`src/rtl/apb_master_arb_if.sv`:
```
// APB bus bundle between apb_master_arb and its slaves.
// Widths follow the global ADDR_WIDTH / DATA_WIDTH macros (32 bits when not supplied).
`ifndef ADDR_WIDTH
`define ADDR_WIDTH 32
`endif
`ifndef DATA_WIDTH
`define DATA_WIDTH 32
`endif

interface apb_master_arb_if;
  logic                   psel;
  logic                   penable;
  logic                   pwrite;
  logic [`ADDR_WIDTH-1:0] paddr;
  logic [`DATA_WIDTH-1:0] pwdata;
  logic [`DATA_WIDTH-1:0] prdata;
  logic                   pready;
  logic                   pslverr;

  modport master (
    output psel, penable, pwrite, paddr, pwdata,
    input  prdata, pready, pslverr
  );

  modport slave (
    input  psel, penable, pwrite, paddr, pwdata,
    output prdata, pready, pslverr
  );
endinterface

```
`src/rtl/apb_master_arb.sv`:
```
// Round-robin APB master shared by NUM_REQ requesters (IDLE -> SETUP -> ACCESS).
// Define APB3_EN to honour pready/pslverr; otherwise ACCESS is one cycle and err stays 0.
`ifndef ADDR_WIDTH
`define ADDR_WIDTH 32
`endif
`ifndef DATA_WIDTH
`define DATA_WIDTH 32
`endif

module apb_master_arb #(
  parameter int unsigned NUM_REQ = 2
) (
  input  logic                           pclk,
  input  logic                           rstn,
  input  logic [NUM_REQ-1:0]             req,
  input  logic [NUM_REQ-1:0]             req_write,
  input  logic [NUM_REQ*`ADDR_WIDTH-1:0] req_addr,
  input  logic [NUM_REQ*`DATA_WIDTH-1:0] req_wdata,
  output logic [NUM_REQ-1:0]             ack,
  output logic [`DATA_WIDTH-1:0]         rdata,
  output logic                           err,
  apb_master_arb_if.master               apb
);

  localparam int unsigned AW   = `ADDR_WIDTH;
  localparam int unsigned DW   = `DATA_WIDTH;
  localparam int unsigned IdxW = $clog2(NUM_REQ);

  typedef enum logic [1:0] {StIdle, StSetup, StAccess} state_e;

  state_e              state_q, state_d;
  logic                psel_q, psel_d;
  logic                penable_q, penable_d;
  logic                pwrite_q, pwrite_d;
  logic [AW-1:0]       paddr_q, paddr_d;
  logic [DW-1:0]       pwdata_q, pwdata_d;
  logic [NUM_REQ-1:0]  ack_q, ack_d;
  logic [DW-1:0]       rdata_q, rdata_d;
  logic                err_q, err_d;
  logic [IdxW-1:0]     last_q, last_d;

  logic                ready;
  logic                slverr;
  logic [NUM_REQ-1:0]  masked;
  logic                win_found;
  logic [IdxW-1:0]     win_idx;
  logic [IdxW-1:0]     cand;

`ifdef APB3_EN
  assign ready  = apb.pready;
  assign slverr = apb.pslverr;
`else
  logic unused_apb3;
  assign unused_apb3 = apb.pready ^ apb.pslverr;
  assign ready       = 1'b1;
  assign slverr      = 1'b0;
`endif

  always_comb begin
    state_d   = state_q;
    psel_d    = psel_q;
    penable_d = penable_q;
    pwrite_d  = pwrite_q;
    paddr_d   = paddr_q;
    pwdata_d  = pwdata_q;
    ack_d     = '0;
    rdata_d   = rdata_q;
    err_d     = err_q;
    last_d    = last_q;

    // The requester being acknowledged this cycle must not win again.
    masked    = req & ~ack_q;
    win_found = 1'b0;
    win_idx   = last_q;
    cand      = '0;
    for (int unsigned i = 1; i <= NUM_REQ; i++) begin
      cand = IdxW'((32'(last_q) + i) % NUM_REQ);
      if (!win_found && masked[cand]) begin
        win_found = 1'b1;
        win_idx   = cand;
      end
    end

    case (state_q)
      StIdle: begin
        if (win_found) begin
          state_d  = StSetup;
          psel_d   = 1'b1;
          pwrite_d = req_write[win_idx];
          paddr_d  = req_addr[32'(win_idx)*AW +: AW];
          pwdata_d = req_wdata[32'(win_idx)*DW +: DW];
          last_d   = win_idx;
        end
      end
      StSetup: begin
        state_d   = StAccess;
        penable_d = 1'b1;
      end
      StAccess: begin
        if (ready) begin
          state_d        = StIdle;
          psel_d         = 1'b0;
          penable_d      = 1'b0;
          ack_d[last_q]  = 1'b1;
          err_d          = slverr;
          if (!pwrite_q) begin
            rdata_d = apb.prdata;
          end
        end
      end
      default: state_d = StIdle;
    endcase
  end

  always_ff @(posedge pclk or negedge rstn) begin
    if (!rstn) begin
      state_q   <= StIdle;
      psel_q    <= 1'b0;
      penable_q <= 1'b0;
      pwrite_q  <= 1'b0;
      paddr_q   <= '0;
      pwdata_q  <= '0;
      ack_q     <= '0;
      rdata_q   <= '0;
      err_q     <= 1'b0;
      last_q    <= IdxW'(NUM_REQ - 1);
    end else begin
      state_q   <= state_d;
      psel_q    <= psel_d;
      penable_q <= penable_d;
      pwrite_q  <= pwrite_d;
      paddr_q   <= paddr_d;
      pwdata_q  <= pwdata_d;
      ack_q     <= ack_d;
      rdata_q   <= rdata_d;
      err_q     <= err_d;
      last_q    <= last_d;
    end
  end

  assign apb.psel    = psel_q;
  assign apb.penable = penable_q;
  assign apb.pwrite  = pwrite_q;
  assign apb.paddr   = paddr_q;
  assign apb.pwdata  = pwdata_q;
  assign ack         = ack_q;
  assign rdata       = rdata_q;
  assign err         = err_q;

endmodule

```
`src/flat_wrapper.sv`:
```
// flat-port wrapper written by rule: the top's interface ports become plain ports
module apb_master_arb_flat 
#(
  parameter int unsigned NUM_REQ = 2
)
  (pclk, rstn, req, req_write, req_addr, req_wdata, ack, rdata, err, apb_psel, apb_penable, apb_pwrite, apb_paddr, apb_pwdata, apb_prdata, apb_pready, apb_pslverr);
  apb_master_arb_if apb_i ();
  input  logic pclk;
  input  logic rstn;
  input  logic [NUM_REQ-1:0] req;
  input  logic [NUM_REQ-1:0] req_write;
  input  logic [NUM_REQ*`ADDR_WIDTH-1:0] req_addr;
  input  logic [NUM_REQ*`DATA_WIDTH-1:0] req_wdata;
  output logic [NUM_REQ-1:0] ack;
  output logic [`DATA_WIDTH-1:0] rdata;
  output logic err;
  output wire logic [$bits(apb_i.psel)-1:0] apb_psel;
  output wire logic [$bits(apb_i.penable)-1:0] apb_penable;
  output wire logic [$bits(apb_i.pwrite)-1:0] apb_pwrite;
  output wire logic [$bits(apb_i.paddr)-1:0] apb_paddr;
  output wire logic [$bits(apb_i.pwdata)-1:0] apb_pwdata;
  input wire logic [$bits(apb_i.prdata)-1:0] apb_prdata;
  input wire logic [$bits(apb_i.pready)-1:0] apb_pready;
  input wire logic [$bits(apb_i.pslverr)-1:0] apb_pslverr;
  assign apb_psel = apb_i.psel;
  assign apb_penable = apb_i.penable;
  assign apb_pwrite = apb_i.pwrite;
  assign apb_paddr = apb_i.paddr;
  assign apb_pwdata = apb_i.pwdata;
  assign apb_i.prdata = apb_prdata;
  assign apb_i.pready = apb_pready;
  assign apb_i.pslverr = apb_pslverr;
  apb_master_arb #(.NUM_REQ(NUM_REQ)) u_core (.pclk(pclk), .rstn(rstn), .req(req), .req_write(req_write), .req_addr(req_addr), .req_wdata(req_wdata), .ack(ack), .rdata(rdata), .err(err), .apb(apb_i));
endmodule
```
`config.mk`:
```
export PLATFORM = sky130hd
export DESIGN_NAME = apb_master_arb_flat
export DESIGN_NICKNAME = d
export VERILOG_FILES = /design/src/rtl/apb_master_arb_if.sv /design/src/rtl/apb_master_arb.sv /design/src/flat_wrapper.sv
export SDC_FILE = /design/constraint.sdc
export NUM_CORES = 1
export LEC_CHECK = 0
export BUFFER_PORTS_ARGS = -buffer_cell sky130_fd_sc_hd__buf_2
export CORE_MARGIN = 5
export CORE_UTILIZATION = 42
export DETAILED_ROUTE_END_ITERATION = 12
export PLACE_DENSITY = 0.73
export SLEW_MARGIN = 10
export SYNTH_ARGS = -nofsm -noshare
export SYNTH_HDL_FRONTEND = slang
export SYNTH_SLANG_ARGS = --single-unit
export TNS_END_PERCENT = 10
```
`constraint.sdc`:
```
create_clock -name pclk -period 1.6 [get_ports pclk]
set_input_delay 0.32 -clock pclk [delete_from_list [all_inputs] [get_ports pclk]]
set_output_delay 0.32 -clock pclk [all_outputs]
set_load 0.01 [all_outputs]
```
# [Word level (Yosys, flattened, before mapping)]
# Index checks and enable logic that the tools add are counted.
# Widths: inputs -> output; s select.
[totals] regBits=104 in_bits=168 out_inout_bits=102 wordCells=51
[op_classes] addsub=2 n_lt_le_gt_ge=5 n_eq_ne=3 shift=2 muxes=18 bitwise_logic=3 reduce_logical=9
[ops] cell="$shiftx 64x7->32" n=2
[ops] cell="$mux 1" n=12
[ops] cell="$lt 1x2->1 const B" n=4
[ops] cell="$reduce_and 2->1" n=3
[ops] cell="$mux 2" n=2
[ops] cell="$pmux 1 s2" n=2
[ops] cell="$pmux 2 s2" n=1
[ops] cell="$reduce_bool 2->1" n=2
[ops] cell="$add 1x1->1 const B" n=2
[ops] cell="$and 2x2->2" n=1
[ops] cell="$eq 2x1->1 const B" n=1
[ops] cell="$eq 2x2->1 const B" n=1
[ops] cell="$logic_and 1x1->1" n=2
[ops] cell="$logic_not 2->1" n=1
[ops] cell="$ne 2x1->1 const B" n=1
[ops] cell="$not 2->2" n=1
[ops] cell="$demux 1 s1" n=1
[ops] cell="$ge 1x1->1 const B" n=1
[ops] cell="$logic_not 1->1" n=1
[ops] cell="$not 1->1" n=1

# [Longest topological paths before layout]
[logic_depth] ltp_word=10 depth_mapped=7 depth_no_buf=5

# [Worst setup path before layout]
# No wires, ideal clock.
[synth_timing] path_kind="register -> register" startpoint="reg u_core.state_q[0]" endpoint="reg u_core.rdata_q[10], in the netlist u_core.rdata[10]" setup_time_ns=0.125 t_arrival_ns=1.519 required_ns=1.475 path_slack_ns=-0.043 path_stages_with_launch=7 n_path_buf=2 period_less_slack_ns=1.643 path_cell_list="dfrtp_1 inv_1 ha_1 nor2b_1 clkbuf_1 buf_2 mux2_2"
[synth_between] elab_chain_cells=2
[synth_rtl] item="from (decl)" line_no="apb_master_arb.sv:31" rtl="state_e state_q, state_d;"
[synth_rtl] item="from (signal assigned)" line_no="apb_master_arb.sv:117" rtl="state_q <= StIdle;"
[synth_rtl] item="from (signal assigned)" line_no="apb_master_arb.sv:128" rtl="state_q <= state_d;"
[synth_rtl] item="$eq 2x2->1" line_no="apb_master_arb.sv:84" rtl="case (state_q)"
[synth_rtl] item="$reduce_and 2->1 (no line)"
[synth_rtl] item="to (signal assigned)" line_no="apb_master_arb.sv:135" rtl="rdata_q <= rdata_d;"
[synth_rtl] item="to (decl)" line_no="apb_master_arb.sv:38" rtl="logic [DW-1:0] rdata_q, rdata_d;"
# No other way between the ends.
# A chain may end at the register's enable or synchronous reset.

# [Worst setup path after layout]
[layout_timing] startpoint="reg u_core.state_q[1]" endpoint="reg u_core.paddr_q[20], in the netlist u_core.apb.paddr[20]"
[layout_between] elab_chain_cells=2
[layout_rtl] item="$logic_not 2->1" line_no="apb_master_arb.sv:84"
[layout_rtl] item="$reduce_and 2->1 (no line)"
[layout_rtl] item="to (signal assigned)" line_no="apb_master_arb.sv:132" rtl="paddr_q <= paddr_d;"
[layout_rtl] item="to (decl)" line_no="apb_master_arb.sv:35" rtl="logic [AW-1:0] paddr_q, paddr_d;"
# No other way between the ends.

==> flow_metrics.py <==
metrics = {
    "placement": {
        "portBuffers": 266,
        "hpwl_mm": 12.6,
        "gp_congestion": 0.803,
    },
    "timing": {
        "max_freq_mhz": 610,
        "setup_ws_ns": -0.0400,
        "setup_viol": 2,
        "whs_ns": 0.191,
        "finClkSkew_ns": 0.00633,
        "fin_crit_sh": 1.02,
        "period_needed_ns": 1.64,
        "final-hold-violation-count": 0,
        "rsz0062_at_grt": "true",
        "final_max_slew_viol_count": 0,
    },
    "critical_path": {
        "end_kind": "flop",
        "criticalPathCategory": "flop to flop",
        "worst-path-max-fanout": 26,
        "startpoint_type": "flop",
        "cp_num_buf_inv": 3,
        "worstPathCellList": "inv_1 -> ha_2 -> inv_4 -> clkbuf_16 -> a2111oi_1 -> a211oi_1",
        "crit_arrival_ns": 1.85,
        "cpPeakStageDelay_ns": 0.40,
        "cp_slowest_cell": "a2111oi_1",
        "r2r_setup_slack_ns": -0.04,
        "path_delay_family": "compound AO/OA/AOI/OAI gates",
        "worstPathRequired_ns": 1.81,
    },
    "power_and_ir_drop": {
        "p_leak_nw": 3.48,
        "p_per_area_nw_per_um2": 1920,
        "p_int_mw": 8.68,
        "p_switching_mw": 6.79,
        "seqPwrFrac": 0.301,
        "p_comb_frac": 0.545,
        "ir_worst_vdd_mv": 1.06,
        "clkPwrFrac": 0.154,
        "p_sw_frac": 0.439,
    },
    "clock_tree": {
        "clkTransAtPathRegs_ns": 0.08,
        "cts_buffers": 9,
        "cts_root_buf": "clkbuf_16",
        "htree_levels": 3,
        "cts_max_path_buffers": 2,
        "cts_tree": "built",
        "cts.sinks": 104,
        "clock_latency_ns": 0.35,
    },
    "synth": {
        "syn_area_um2": 5390,
        "synth_top_area_share": 0.478,
        "synth-warning-count": 0,
        "syn_avg_cell_area_um2": 11.0,
        "synth-seq-area-share": 0.483,
        "yosysUniqueCellTypes": 26,
        "synth-seq-cells": 104,
        "yosys.area.top_type": "dfrtp_1",
        "yosys-top-cells-area": "dfrtp_1 48%, a2111oi_0 21%, a211oi_1 9.2%, mux2_2 6.7%, inv_1 4.8%",
        "syn_nets": 662,
        "synth_cells": 490,
    },
    "drt": {
        "drc_errors": 0,
        "ant_nets": 0,
        "vias": 5433,
        "vias_per_cell": 5.98,
        "drtIter0Drc": 332,
        "drt_pass1_iterations": 5,
        "wl_per_cell_um": 21.5,
        "wl_mm": 19.5,
    },
    "layout": {
        "mostFrequentLayoutCell": "buf_2",
        "drive_gt1_frac": 0.595,
        "layout_common_cells": "265 x buf_2, 103 x dfrtp_1, 71 x a2111oi_2",
        "nets": 902,
        "fin_util": 0.640,
        "area_growth_pct": 49.8,
    },
    "floorplanning": {
        "die_h_um": 123,
        "core_um2": 12600,
        "die_area_um2": 15200,
        "fp.dieW_um": 123,
        "start_util": 0.427,
        "rows": 41,
        "ioPinCount": 270,
    },
    "outcome": {
        "status": "finished, violations left",
        "violations": "negative setup slack",
    },
    "grt": {
        "grt_start_max_net_pins": 68,
        "grt-ovfl-total": 0,
        "grt_pass1_vias": 5412,
        "grt_pass1_wl_mm": 27.7,
        "grtUsageTotal": 0.232,
        "antenna_found_initial": 1,
    },
    "hold_path": {
        "hold_class": "primary input to flop",
    },
    "run": {
        "drv_cap": 0,
    },
}
[power groups by stage]
stage | Clock [mW] | Combinational (mW) | Sequential, mW
2_1_floorplan | 0 | 3.32 | 5.21
3_3_place_gp | 0 | 6.61 | 4.60
3_5_place_dp | 0 | 6.82 | 4.67
4_1_cts | 2.41 | 7.01 | 4.65
5_1_grt | 2.52 | 9.06 | 4.80
6_report | 2.38 | 8.44 | 4.66
[cell families after synthesis]
group | count (synthesis) | synth area share
flip-flops | 104 | 0.483
multiplexers | 35 | 0.0729
adder cells (fa/ha/maj) | 4 | 0.00929
AND/OR/NAND/NOR | 8 | 0.0125
other | 1 | 0.000696
buffers and inverters | 139 | 0.114
AO/OA/AOI/OAI | 199 | 0.308
[stage by stage]
step | std cells | cell area [um2] | power (mW) | setup slack (ns) | setup TNS (ns)
floorplan | 490 | 5390 | 8.54 | -0.0434 | -1.25
global placement | 887 | 7000 | 11.2 | -0.0274 | -0.0336
detailed placement | 887 | 7000 | 11.5 | -0.103 | -1.84
CTS | 904 | 7420 | 14.1 | -0.0397 | -0.326
global route | 908 | 8070 | 16.4 | -0.114 | -2.93
finish | 908 | 8070 | 15.5 | -0.0400 | -0.0487
[synthesized netlist by cell type]
cell / number
ha_1: 4
buf_2: 21
nor2b_1: 2
nand2b_1: 1
a22oi_1: 1
a211oi_1: 66
o21ai_2: 1
nor2b_4: 1
clkbuf_2: 1
a21o_1: 1
a2111oi_0: 130
conb_1: 1
dfrtp_1: 103
clkbuf_1: 37
dfstp_2: 1
and2_1: 1
nand2b_4: 1
inv_2: 2
buf_6: 8
inv_1: 69
mux2_2: 32
and2b_4: 1
nand3_1: 1
buf_4: 1
mux2_1: 2
mux2i_1: 1
[final timing paths]
path	depth (start not counted)	endpoint	start
setup / recovery	6	u_core.apb.paddr[20]$_DFFE_PN0P_	u_core.state_q[1]$_DFFE_PN0P_
min in group asynchronous	2	u_core.apb.paddr[4]$_DFFE_PN0P_	rstn
hold reg to reg	1	u_core.rdata[5]$_DFFE_PN0P_	u_core.rdata[5]$_DFFE_PN0P_
max in group asynchronous	3	u_core.rdata[16]$_DFFE_PN0P_	rstn
setup reg to reg	6	u_core.apb.paddr[20]$_DFFE_PN0P_	u_core.state_q[1]$_DFFE_PN0P_
hold / removal	2	u_core.rdata[5]$_DFFE_PN0P_	apb_prdata[5]
[sequential cells by signal, summed over array words and instances, names as in the netlist]
register,count
u_core.state_q,2
u_core.apb.paddr,32
u_core.last_q,1
u_core.apb.pwrite,1
u_core.rdata,32
u_core.ack,2
u_core.apb.penable,1
u_core.apb.psel,1
u_core.apb.pwdata,32
[what timing repair did]
action                     in CTS  in global routing
resized for setup              55                155
hold endpoints to repair        4                  0
setup endpoints to repair      78                 98
cloned                          0                  3
hold buffers                    1                  0
setup buffers                   0                  0
[layer usage]
metal | vias up | track usage | part of all wire
met1 | 2702 | 0.285 | 0.38
met5 | - | 0 | 0
met4 | 0 | 0.102 | 0.024
met3 | 34 | 0.0462 | 0.068
met2 | 279 | 0.394 | 0.53
li1 | 2418 | - | -
[area by class of cell]
| type | instances | area (um2) |
|---|---|---|
| Tap cell | 172 | 215 |
| Clock buffer | 10 | 239 |
| Inverter | 71 | 269 |
| Clock inverter | 6 | 83.8 |
| Timing Repair Buffer | 297 | 1840 |
| Multi-Input combinational cell | 247 | 2820 |
| Antenna cell | 1 | 2.50 |
| Sequential cell | 104 | 2600 |
| Fill cell | 1014 | 4550 |
No activity file was read; power rests on OpenSTA's default activity.
